[src/rtl/mem_bus_arbiter.sv]
// Two-requester arbiter (ibus fetch / dbus memory stage) in front of one single-beat memory port.
// Define MEM_ARB_RR_EN for round-robin tie breaking; otherwise dbus wins every tie.
module mem_bus_arbiter #(
   parameter int unsigned TIMEOUT_CYCLES = 256,
   parameter int unsigned CNT_W          = 9
) (
   input  logic        clk,
   input  logic        reset_n,
   // ibus: read-only fetch port
   input  logic        i_valid,
   input  logic [63:0] i_addr,
   output logic        i_addr_ok,
   output logic        i_data_ok,
   output logic [63:0] i_data,
   // dbus: load/store port
   input  logic        d_valid,
   input  logic [63:0] d_addr,
   input  logic [2:0]  d_size,
   input  logic [7:0]  d_strobe,
   input  logic [63:0] d_wdata,
   output logic        d_addr_ok,
   output logic        d_data_ok,
   output logic [63:0] d_data,
   // downstream memory port
   output logic        m_valid,
   output logic        m_write,
   output logic [63:0] m_addr,
   output logic [2:0]  m_size,
   output logic [7:0]  m_strobe,
   output logic [63:0] m_wdata,
   input  logic        m_ready,
   input  logic [63:0] m_rdata,
   output logic        timeout,
   // observation of internal state
   output logic [1:0]  dbg_state,
   output logic        dbg_last_grant
);

   // Handshake: a requester holds x_valid (and its fields) until x_data_ok.
   // x_addr_ok pulses in the IDLE cycle the request wins; m_valid rises the next
   // cycle and stays up with stable m_* until the cycle m_ready pulses, which is
   // also the cycle x_data_ok pulses. At least one IDLE cycle separates grants.

   typedef enum logic [1:0] {
      S_IDLE   = 2'd0,
      S_BUSY_I = 2'd1,
      S_BUSY_D = 2'd2
   } state_t;

   typedef enum logic {
      GRANT_I = 1'b0,
      GRANT_D = 1'b1
   } grant_t;

   localparam logic [2:0]       MSIZE4   = 3'd2;
   localparam logic [CNT_W-1:0] CNT_LAST = CNT_W'(TIMEOUT_CYCLES - 1);
   localparam logic [CNT_W-1:0] CNT_MAX  = '1;

   state_t            state_q,      state_d;
   grant_t            last_grant_q, last_grant_d;
   logic [CNT_W-1:0]  cnt_q,        cnt_d;
   logic              timeout_q,    timeout_d;
   logic              m_valid_q,    m_valid_d;
   logic              m_write_q,    m_write_d;
   logic [63:0]       m_addr_q,     m_addr_d;
   logic [2:0]        m_size_q,     m_size_d;
   logic [7:0]        m_strobe_q,   m_strobe_d;
   logic [63:0]       m_wdata_q,    m_wdata_d;

   logic              pick_d;
   logic              done_ok;
   logic              done_abort;

`ifdef MEM_ARB_RR_EN
   // On a tie the side that was not served last wins.
   assign pick_d = d_valid & (~i_valid | (last_grant_q == GRANT_I));
`else
   assign pick_d = d_valid;
`endif

   assign done_ok    = (state_q != S_IDLE) & m_ready;
   assign done_abort = (state_q != S_IDLE) & ~m_ready & (cnt_q >= CNT_LAST);

   always_comb begin
      state_d      = state_q;
      last_grant_d = last_grant_q;
      cnt_d        = cnt_q;
      timeout_d    = timeout_q;
      m_valid_d    = m_valid_q;
      m_write_d    = m_write_q;
      m_addr_d     = m_addr_q;
      m_size_d     = m_size_q;
      m_strobe_d   = m_strobe_q;
      m_wdata_d    = m_wdata_q;
      i_addr_ok    = 1'b0;
      i_data_ok    = 1'b0;
      i_data       = '0;
      d_addr_ok    = 1'b0;
      d_data_ok    = 1'b0;
      d_data       = '0;

      case (state_q)
         S_IDLE: begin
            if (pick_d) begin
               d_addr_ok  = 1'b1;
               m_valid_d  = 1'b1;
               m_write_d  = |d_strobe;
               m_addr_d   = d_addr;
               m_size_d   = d_size;
               m_strobe_d = d_strobe;
               m_wdata_d  = d_wdata;
               cnt_d      = '0;
               state_d    = S_BUSY_D;
            end else if (i_valid) begin
               i_addr_ok  = 1'b1;
               m_valid_d  = 1'b1;
               m_write_d  = 1'b0;
               m_addr_d   = i_addr;
               m_size_d   = MSIZE4;
               m_strobe_d = '0;
               m_wdata_d  = '0;
               cnt_d      = '0;
               state_d    = S_BUSY_I;
            end
         end

         S_BUSY_I, S_BUSY_D: begin
            if (done_ok || done_abort) begin
               // A timed-out access still answers, with zero data, so the pipeline drains.
               if (state_q == S_BUSY_I) begin
                  i_data_ok    = 1'b1;
                  i_data       = done_ok ? m_rdata : '0;
                  last_grant_d = GRANT_I;
               end else begin
                  d_data_ok    = 1'b1;
                  d_data       = done_ok ? m_rdata : '0;
                  last_grant_d = GRANT_D;
               end
               m_valid_d = 1'b0;
               state_d   = S_IDLE;
               if (done_abort) begin
                  timeout_d = 1'b1;
               end
            end else if (cnt_q != CNT_MAX) begin
               cnt_d = cnt_q + CNT_W'(1);
            end
         end

         default: begin
            m_valid_d = 1'b0;
            state_d   = S_IDLE;
         end
      endcase

      // Combinational handshakes stay quiet while reset is held.
      if (!reset_n) begin
         i_addr_ok = 1'b0;
         i_data_ok = 1'b0;
         i_data    = '0;
         d_addr_ok = 1'b0;
         d_data_ok = 1'b0;
         d_data    = '0;
      end
   end

   always_ff @(posedge clk or negedge reset_n) begin
      if (!reset_n) begin
         state_q      <= S_IDLE;
         last_grant_q <= GRANT_I;
         cnt_q        <= '0;
         timeout_q    <= 1'b0;
         m_valid_q    <= 1'b0;
         m_write_q    <= 1'b0;
         m_addr_q     <= '0;
         m_size_q     <= '0;
         m_strobe_q   <= '0;
         m_wdata_q    <= '0;
      end else begin
         state_q      <= state_d;
         last_grant_q <= last_grant_d;
         cnt_q        <= cnt_d;
         timeout_q    <= timeout_d;
         m_valid_q    <= m_valid_d;
         m_write_q    <= m_write_d;
         m_addr_q     <= m_addr_d;
         m_size_q     <= m_size_d;
         m_strobe_q   <= m_strobe_d;
         m_wdata_q    <= m_wdata_d;
      end
   end

   assign m_valid        = m_valid_q;
   assign m_write        = m_write_q;
   assign m_addr         = m_addr_q;
   assign m_size         = m_size_q;
   assign m_strobe       = m_strobe_q;
   assign m_wdata        = m_wdata_q;
   assign timeout        = timeout_q;
   assign dbg_state      = state_q;
   assign dbg_last_grant = last_grant_q;

endmodule

[config.mk]
export PLATFORM = sky130hd
export DESIGN_NAME = mem_bus_arbiter
export DESIGN_NICKNAME = d
export VERILOG_FILES = /design/src/rtl/mem_bus_arbiter.sv
export SDC_FILE = /design/constraint.sdc
export NUM_CORES = 1
export LEC_CHECK = 0
export CORE_AREA = 2 2 213 215
export CTS_CLUSTER_DIAMETER = 40
export DETAILED_ROUTE_END_ITERATION = 8
export DIE_AREA = 0 0 215 217
export GPL_TIMING_DRIVEN = 1
export HOLD_SLACK_MARGIN = 0.02
export PLACE_DENSITY_LB_ADDON = 0.1
export SLEW_MARGIN = 25
export SYNTH_ARGS = -nofsm -noshare
export SYNTH_HDL_FRONTEND = slang
export SYNTH_SLANG_ARGS = --single-unit
export TNS_END_PERCENT = 20
[constraint.sdc]
create_clock -name clk -period 2.65 [get_ports clk]
set_clock_uncertainty 0.1 [all_clocks]
set_input_delay 0.3975 -clock clk [delete_from_list [all_inputs] [get_ports clk]]
set_output_delay 0.3975 -clock clk [all_outputs]
set_load 0.03 [all_outputs]
==> results of run 1 <==
==> state kept, by name, summed over array words and instances, names as in the netlist <==
signal,count
m_addr,64
m_write,1
dbg_last_grant,1
m_wdata,64
m_size,3
timeout,1
dbg_state,2
m_valid,1
m_strobe,8
cnt_q,9
==> kinds of logic after synthesis <==
group,count (synthesis),synth area share [%]
and+or+nand+nor,245,17.8
DFF,154,50.9
adders and majority gates,5,0.827
buffers and inverters,84,4.98
muxes,65,8.60
AOI/OAI and AO/OA,178,16.9
==> metal layers <==
| layer | up-vias | share of wire, % | global-route usage, % |
|---|---|---|---|
| li1 | 3801 | - | - |
| met1 | 3766 | 41 | 18.3 |
| met2 | 292 | 50 | 26.7 |
| met3 | 26 | 7.4 | 5.16 |
| met4 | 0 | 1.5 | 4.60 |
| met5 | - | 0 | 0 |
==> synthesized netlist by cell type, types with 2 or more instances <==
master    count  share of area (%)
nor2_1        7               0.35
mux2i_1      65                8.6
buf_2        15               0.99
a21oi_1       5               0.33
clkbuf_1     46                2.3
dfrtp_1     154                 51
a211oi_1      4               0.40
ha_1          5               0.83
nand3_1       2               0.13
and3_1      131                 11
o41ai_1       2               0.23
o211ai_1      6               0.60
nor3_1        6               0.40
clkbuf_8      2               0.36
o21ai_0      66                4.4
or4_1         2               0.20
a221o_1       2               0.26
nor4_1        4               0.33
inv_1        10               0.50
buf_6         2               0.30
o32ai_1       2               0.23
nand2_1      80                4.0
buf_1         6               0.30
a22o_1       76                8.8
o21a_1        3               0.30
==> how the worst max path moves through the flow <==
stage	slack [ns]	endpoint	cells after the start
6_report	0.07	i_data_ok	9
5_1_grt	-0.04	i_data_ok	9
4_1_cts	-0.04	d_data_ok	9
3_5_place_dp	0.19	d_data_ok	9
3_3_place_gp	0.24	cnt_q[7]	8
2_1_floorplan	0.15	d_data_ok	9
==> metrics by stage <==
step	instances	hold slack [ns]	setup TNS, ns	util [%]	power [mW]
6_report	1902	0.260	0	33.3	15.7
5_1_grt	1901	0.235	-0.107	33.3	16.7
4_1_cts	1882	0.254	-0.964	32.6	15.8
3_5_place_dp	1837	0.132	0	30.5	12.6
3_3_place_gp	1837	0.130	0	30.5	12.6
2_1_floorplan	731	0.00191	0	-	8.51
==> cells in the final DEF (no fill, tap or decap), types with 4 or more instances in the layout <==
cell             count
a211oi_1             4
a21oi_1              5
a22o_1              76
and3_1             126
and3_4               5
buf_12              18
buf_4              134
buf_6               31
clkbuf_16           22
clkdlybuf4s50_1    414
clkinv_4             4
dfrtp_1            151
inv_1                8
mux2i_1             65
nand2_1             77
nor2_4               4
nor3_1               4
nor4_1               4
o211ai_1             6
o21ai_0             66
==> power groups by stage <==
stage	logic, mW	clock network [mW]	registers (mW)
after floorplan	2.39	0	6.13
after global placement	8.62	0	4.02
after detailed placement	8.58	0	4.01
after CTS	8.91	2.84	4.01
after global routing	9.60	2.93	4.17
final	9.03	2.70	4.01
==> timing repair <==
item                                   4_1_cts  5_1_grt
setup endpoints to repair                  130      122
gates cloned                                 3        7
buffers inserted                            10       11
resized for setup                           37       31
endpoints found under the hold margin       34        0
hold buffers                                 1        0
pin swaps                                   10        9
==> cell type report <==
cell class                      instances  area [um2]
Fill cell                            4620       29800
Timing Repair Buffer                  609        6120
Tap cell                              600         751
Multi-Input combinational cell        493        3480
Clock inverter                         13         181
Antenna cell                            3        7.51
Sequential cell                       154        3860
Clock buffer                           19         453
Inverter                               11        41.3
==> impl_metrics.json, run 1 <==
{
  "cts-root-buf": "clkbuf_16",
  "clkTransAtPathRegs_ns": 0.07,
  "max_freq_mhz": 388,
  "r2r_end": "cnt_q[0]",
  "grt_max_degree": 121,
  "critPathArrivalTime_ns": 2.08,
  "vdd_ir_drop_max_uv": 471,
  "powerDensity_mw_per_mm2": 1060,
  "die_h_um": 217,
  "antenna_found_initial": 2,
  "final_antenna_net_count": 0,
  "rsz0062_at_grt": "true",
  "place_ws_ns": 0.189,
  "synth-edff-count": 0,
  "critPathMaxFanout": 3,
  "drc": 0,
  "dr.pass1.iters": 4,
  "period_share_pct": 97.3,
  "drive_gt1_share_pct": 20.2,
  "place_area_mm2": 0.0136,
  "yosysUniqueCellTypes": 53,
  "netlist_area_mm2": 0.00756,
  "p_clk_share_pct": 17.2,
  "clock_latency_ns": 0.44,
  "core_mm2": 0.0447,
  "area_growth_pct": 96.9,
  "critPathBufInv": 2,
  "synth_ff_type": "dfrtp_1",
  "vias_per_cell": 4.15,
  "reg2reg_depth": 11,
  "p_comb_share_pct": 57.3,
  "outcome": "finished, final reports clean",
  "hold_viol_final": 0,
  "setup_ws_ns": 0.0715,
  "grt-ovfl-total": 0,
  "worstReg2RegStart": "cnt_q[1]",
  "hpwl_mm": 27.0,
  "syn_inst": 731,
  "slew_violations": 0,
  "cap_viol_max_count": 0,
  "crit_type": "reg2out",
  "cts_tree": "built",
  "setup-violations-final": 0,
  "grt_pass1_vias": 8040,
  "synth-seq-cells": 154,
  "gp_congestion": 0.823,
  "clock_sinks": 154,
  "avgSynthCellArea_um2": 10.3,
  "worst_pin_slew_ns": 0.792,
  "rows": 78,
  "portBuffers": 548,
  "relSlewSlack_pct": 47.2,
  "wl_per_cell_um": 20.1,
  "synthArstFlopShare_pct": 100,
  "power_switching_mw": 6.94,
  "dieArea_mm2": 0.0467,
  "period_minus_slack_ns": 2.58,
  "detailroute.via_count": 7885,
  "fin_area_mm2": 0.0149,
  "crit_path_start_kind": "flip-flop",
  "r2r_slack_ns": 0.29,
  "hold_path.class": "in2async",
  "wl_mm": 38.2,
  "syn_nets": 1008,
  "p_int_mw": 8.80,
  "io-pin-count": 549,
  "start_util_pct": 16.9,
  "cp_top_family": "simple AND/OR/NAND/NOR gates",
  "netSwitchingFraction_pct": 44.1,
  "crit_chain": "ha_2 > nand2_2 > nor2_4 > ha_4 > nor3_4 > nor2_4 > buf_6 > o21a_1 > buf_6",
  "numCtsBuffers": 17,
  "die_x_um": 215,
  "fin_nets": 1563,
  "cp-startpoint": "cnt_q[1]",
  "drt_iter0_drc": 442,
  "p_leak_nw": 6.98,
  "ys.warnings.count": 0,
  "endpoint_kind": "output pin",
  "seqPwrFrac_pct": 25.5,
  "grtUsageTotal_pct": 15.5,
  "slowest_stage": "dfrtp_1",
  "ys_seq_area_share_pct": 50.9,
  "h-tree-depth": 4,
  "required_ns": 2.15,
  "slowest_delay_ns": 0.39,
  "grt_pass1_wl_mm": 53.9,
  "clockBufferDepth": 2
}
Power figures use the tool's default switching activity.
==> run 2: changes to the inputs <==
--- a/config.mk
+++ b/config.mk
@@ -9,9 +9,11 @@
 export CTS_CLUSTER_DIAMETER = 40
 export DETAILED_ROUTE_END_ITERATION = 8
 export DIE_AREA = 0 0 215 217
+export GPL_ROUTABILITY_DRIVEN = 0
 export GPL_TIMING_DRIVEN = 1
 export HOLD_SLACK_MARGIN = 0.02
 export PLACE_DENSITY_LB_ADDON = 0.1
+export SKIP_CTS_REPAIR_TIMING = 1
 export SLEW_MARGIN = 25
 export SYNTH_ARGS = -nofsm -noshare
 export SYNTH_HDL_FRONTEND = slang
==> run 2 against run 1 <==
  * The run now ends with setup timing left
  * First-iteration DRC count down 6.3%
  * Worst hold slack better by 0.011 ns
  * Global-route usage down 0.42 points
  * Non-clock buffer count down 5
  * Critical path type unchanged
  * Highest routed layer unchanged
==> impl_metrics.json, run 2 (synthesized netlist as in run 1, its figures left out) <==
{
  "p_int_mw": 8.76,
  "h-tree-depth": 4,
  "vdd_ir_drop_max_uv": 471,
  "clockBufferDepth": 2,
  "drt_iter0_drc": 414,
  "clkTransAtPathRegs_ns": 0.07,
  "crit_type": "reg2out",
  "hold_viol_final": 0,
  "crit_path_start_kind": "flip-flop",
  "seqPwrFrac_pct": 25.6,
  "portBuffers": 548,
  "grt_max_degree": 121,
  "layout_common_cells": "clkdlybuf4s50_1 (414), buf_4 (155), dfrtp_1 (153)",
  "antenna_found_initial": 2,
  "grt_pass1_vias": 7870,
  "top_layer": "met4",
  "period_share_pct": 101,
  "wl_met1_mm": 15.1,
  "grtUsageTotal_pct": 15.0,
  "hold_path.class": "in2async",
  "clock_latency_ns": 0.44,
  "cp-startpoint": "cnt_q[7]",
  "worstReg2RegStart": "cnt_q[0]",
  "violations": "setup timing",
  "detailroute.via_count": 7859,
  "critPathArrivalTime_ns": 2.18,
  "p_clk_share_pct": 17.3,
  "layout_commonest_cell": "clkdlybuf4s50_1",
  "area_growth_pct": 94.5,
  "p_comb_share_pct": 57.2,
  "cap_viol_max_count": 0,
  "whs_ns": 0.271,
  "max_freq_mhz": 373,
  "fill_cells": 4619,
  "setup-violations-final": 1,
  "final_antenna_net_count": 0,
  "slew_violations": 0,
  "wl_met2_mm": 19.0,
  "die_h_um": 217,
  "powerDensity_mw_per_mm2": 1070,
  "rows": 78,
  "drc": 0,
  "dieArea_mm2": 0.0467,
  "setup_ws_ns": -0.0275,
  "ff_latch_area_mm2": 0.00385,
  "die_x_um": 215,
  "cts_tree": "built",
  "netSwitchingFraction_pct": 44.2,
  "fin_nets": 1558,
  "grt_pass1_wl_mm": 52.5,
  "start_util_pct": 16.9,
  "drive_gt1_share_pct": 19.5,
  "power_switching_mw": 6.93,
  "worst_pin_slew_ns": 0.783,
  "wl_mm": 37.8,
  "core_mm2": 0.0447,
  "hpwl_mm": 27.0,
  "io-pin-count": 549,
  "tns_ns": -0.0275,
  "grt-ovfl-total": 0,
  "cts-root-buf": "clkbuf_16",
  "reg2reg_depth": 8,
  "r2r_end": "cnt_q[4]",
  "clock_sinks": 154,
  "p_leak_nw": 6.93,
  "numCtsBuffers": 17,
  "vias_per_cell": 4.14,
  "r2r_slack_ns": 0.25,
  "period_minus_slack_ns": 2.68,
  "outcome": "complete, but fails checks",
  "endpoint_kind": "output pin",
  "critPathMaxFanout": 7,
  "rsz0062_at_grt": "true",
  "wl_per_cell_um": 19.9,
  "wl_met3_mm": 3.07,
  "multi_input_area_mm2": 0.00347,
  "required_ns": 2.15,
  "relSlewSlack_pct": 47.8,
  "dr.pass1.iters": 4
}
-- run 2: cell count changes in the layout (fill, tap and decap cells not counted), moves of 2 or more --
cell       previous run  this run
buf_6                31         7
buf_4               134       155
buf_16                3         0
clkbuf_16            22        24
dfrtp_1             151       153
dfrtp_2               3         1
-- run 2: worst max-delay path by stage --
| stage | end |
|---|---|
| floorplan | d_data_ok |
| finish | d_data_ok |
| global route | d_data_ok |
| detailed placement | d_data_ok |
| global placement | cnt_q[7] |
| CTS | d_data_ok |
-- run 2: routing by layer --
layer	up-vias	track usage, %
met5	-	0
met4	0	4.60
met3	28	5.16
met2	311	26.0
met1	3735	17.6
li1	3785	-
-- run 2: power groups by stage --
stage / clock [mW] / combinational, mW / sequential, mW
2_1_floorplan: 0 / 2.39 / 6.13
3_3_place_gp: 0 / 8.62 / 4.02
3_5_place_dp: 0 / 8.58 / 4.01
4_1_cts: 2.84 / 8.58 / 4.02
5_1_grt: 2.93 / 9.54 / 4.17
6_report: 2.71 / 8.97 / 4.02
-- run 2: worst max-delay path, stage by stage, from the launching register on --
cell	delay (ns)
dfrtp_1	0.46
or2b_2	0.36
nor4_4	0.41
nor2_4	0.07
nor3_4	0.24
clkbuf_16	0.19
-- run 2: final cells by class --
class / count / area share [%]
Timing Repair Buffer: 604 / 40.5
Tap cell: 600 / 5.10
Clock buffer: 19 / 3.08
Sequential cell: 154 / 26.2
Clock inverter: 13 / 1.23
Antenna cell: 3 / 0.0510
Inverter: 11 / 0.281
Multi-Input combinational cell: 493 / 23.6
-- run 2: metrics by stage --
stage | setup WS (ns) | cells | util, % | area (um2) | total power [mW]
3_5_place_dp | 0.189 | 1837 | 30.5 | 13600 | 12.6
5_1_grt | -0.140 | 1895 | 32.9 | 14700 | 16.6
4_1_cts | -0.338 | 1869 | 31.9 | 14200 | 15.4
2_1_floorplan | 0.148 | 731 | - | 7570 | 8.51
6_report | -0.0275 | 1897 | 32.9 | 14700 | 15.7
3_3_place_gp | 0.236 | 1837 | 30.5 | 13600 | 12.6
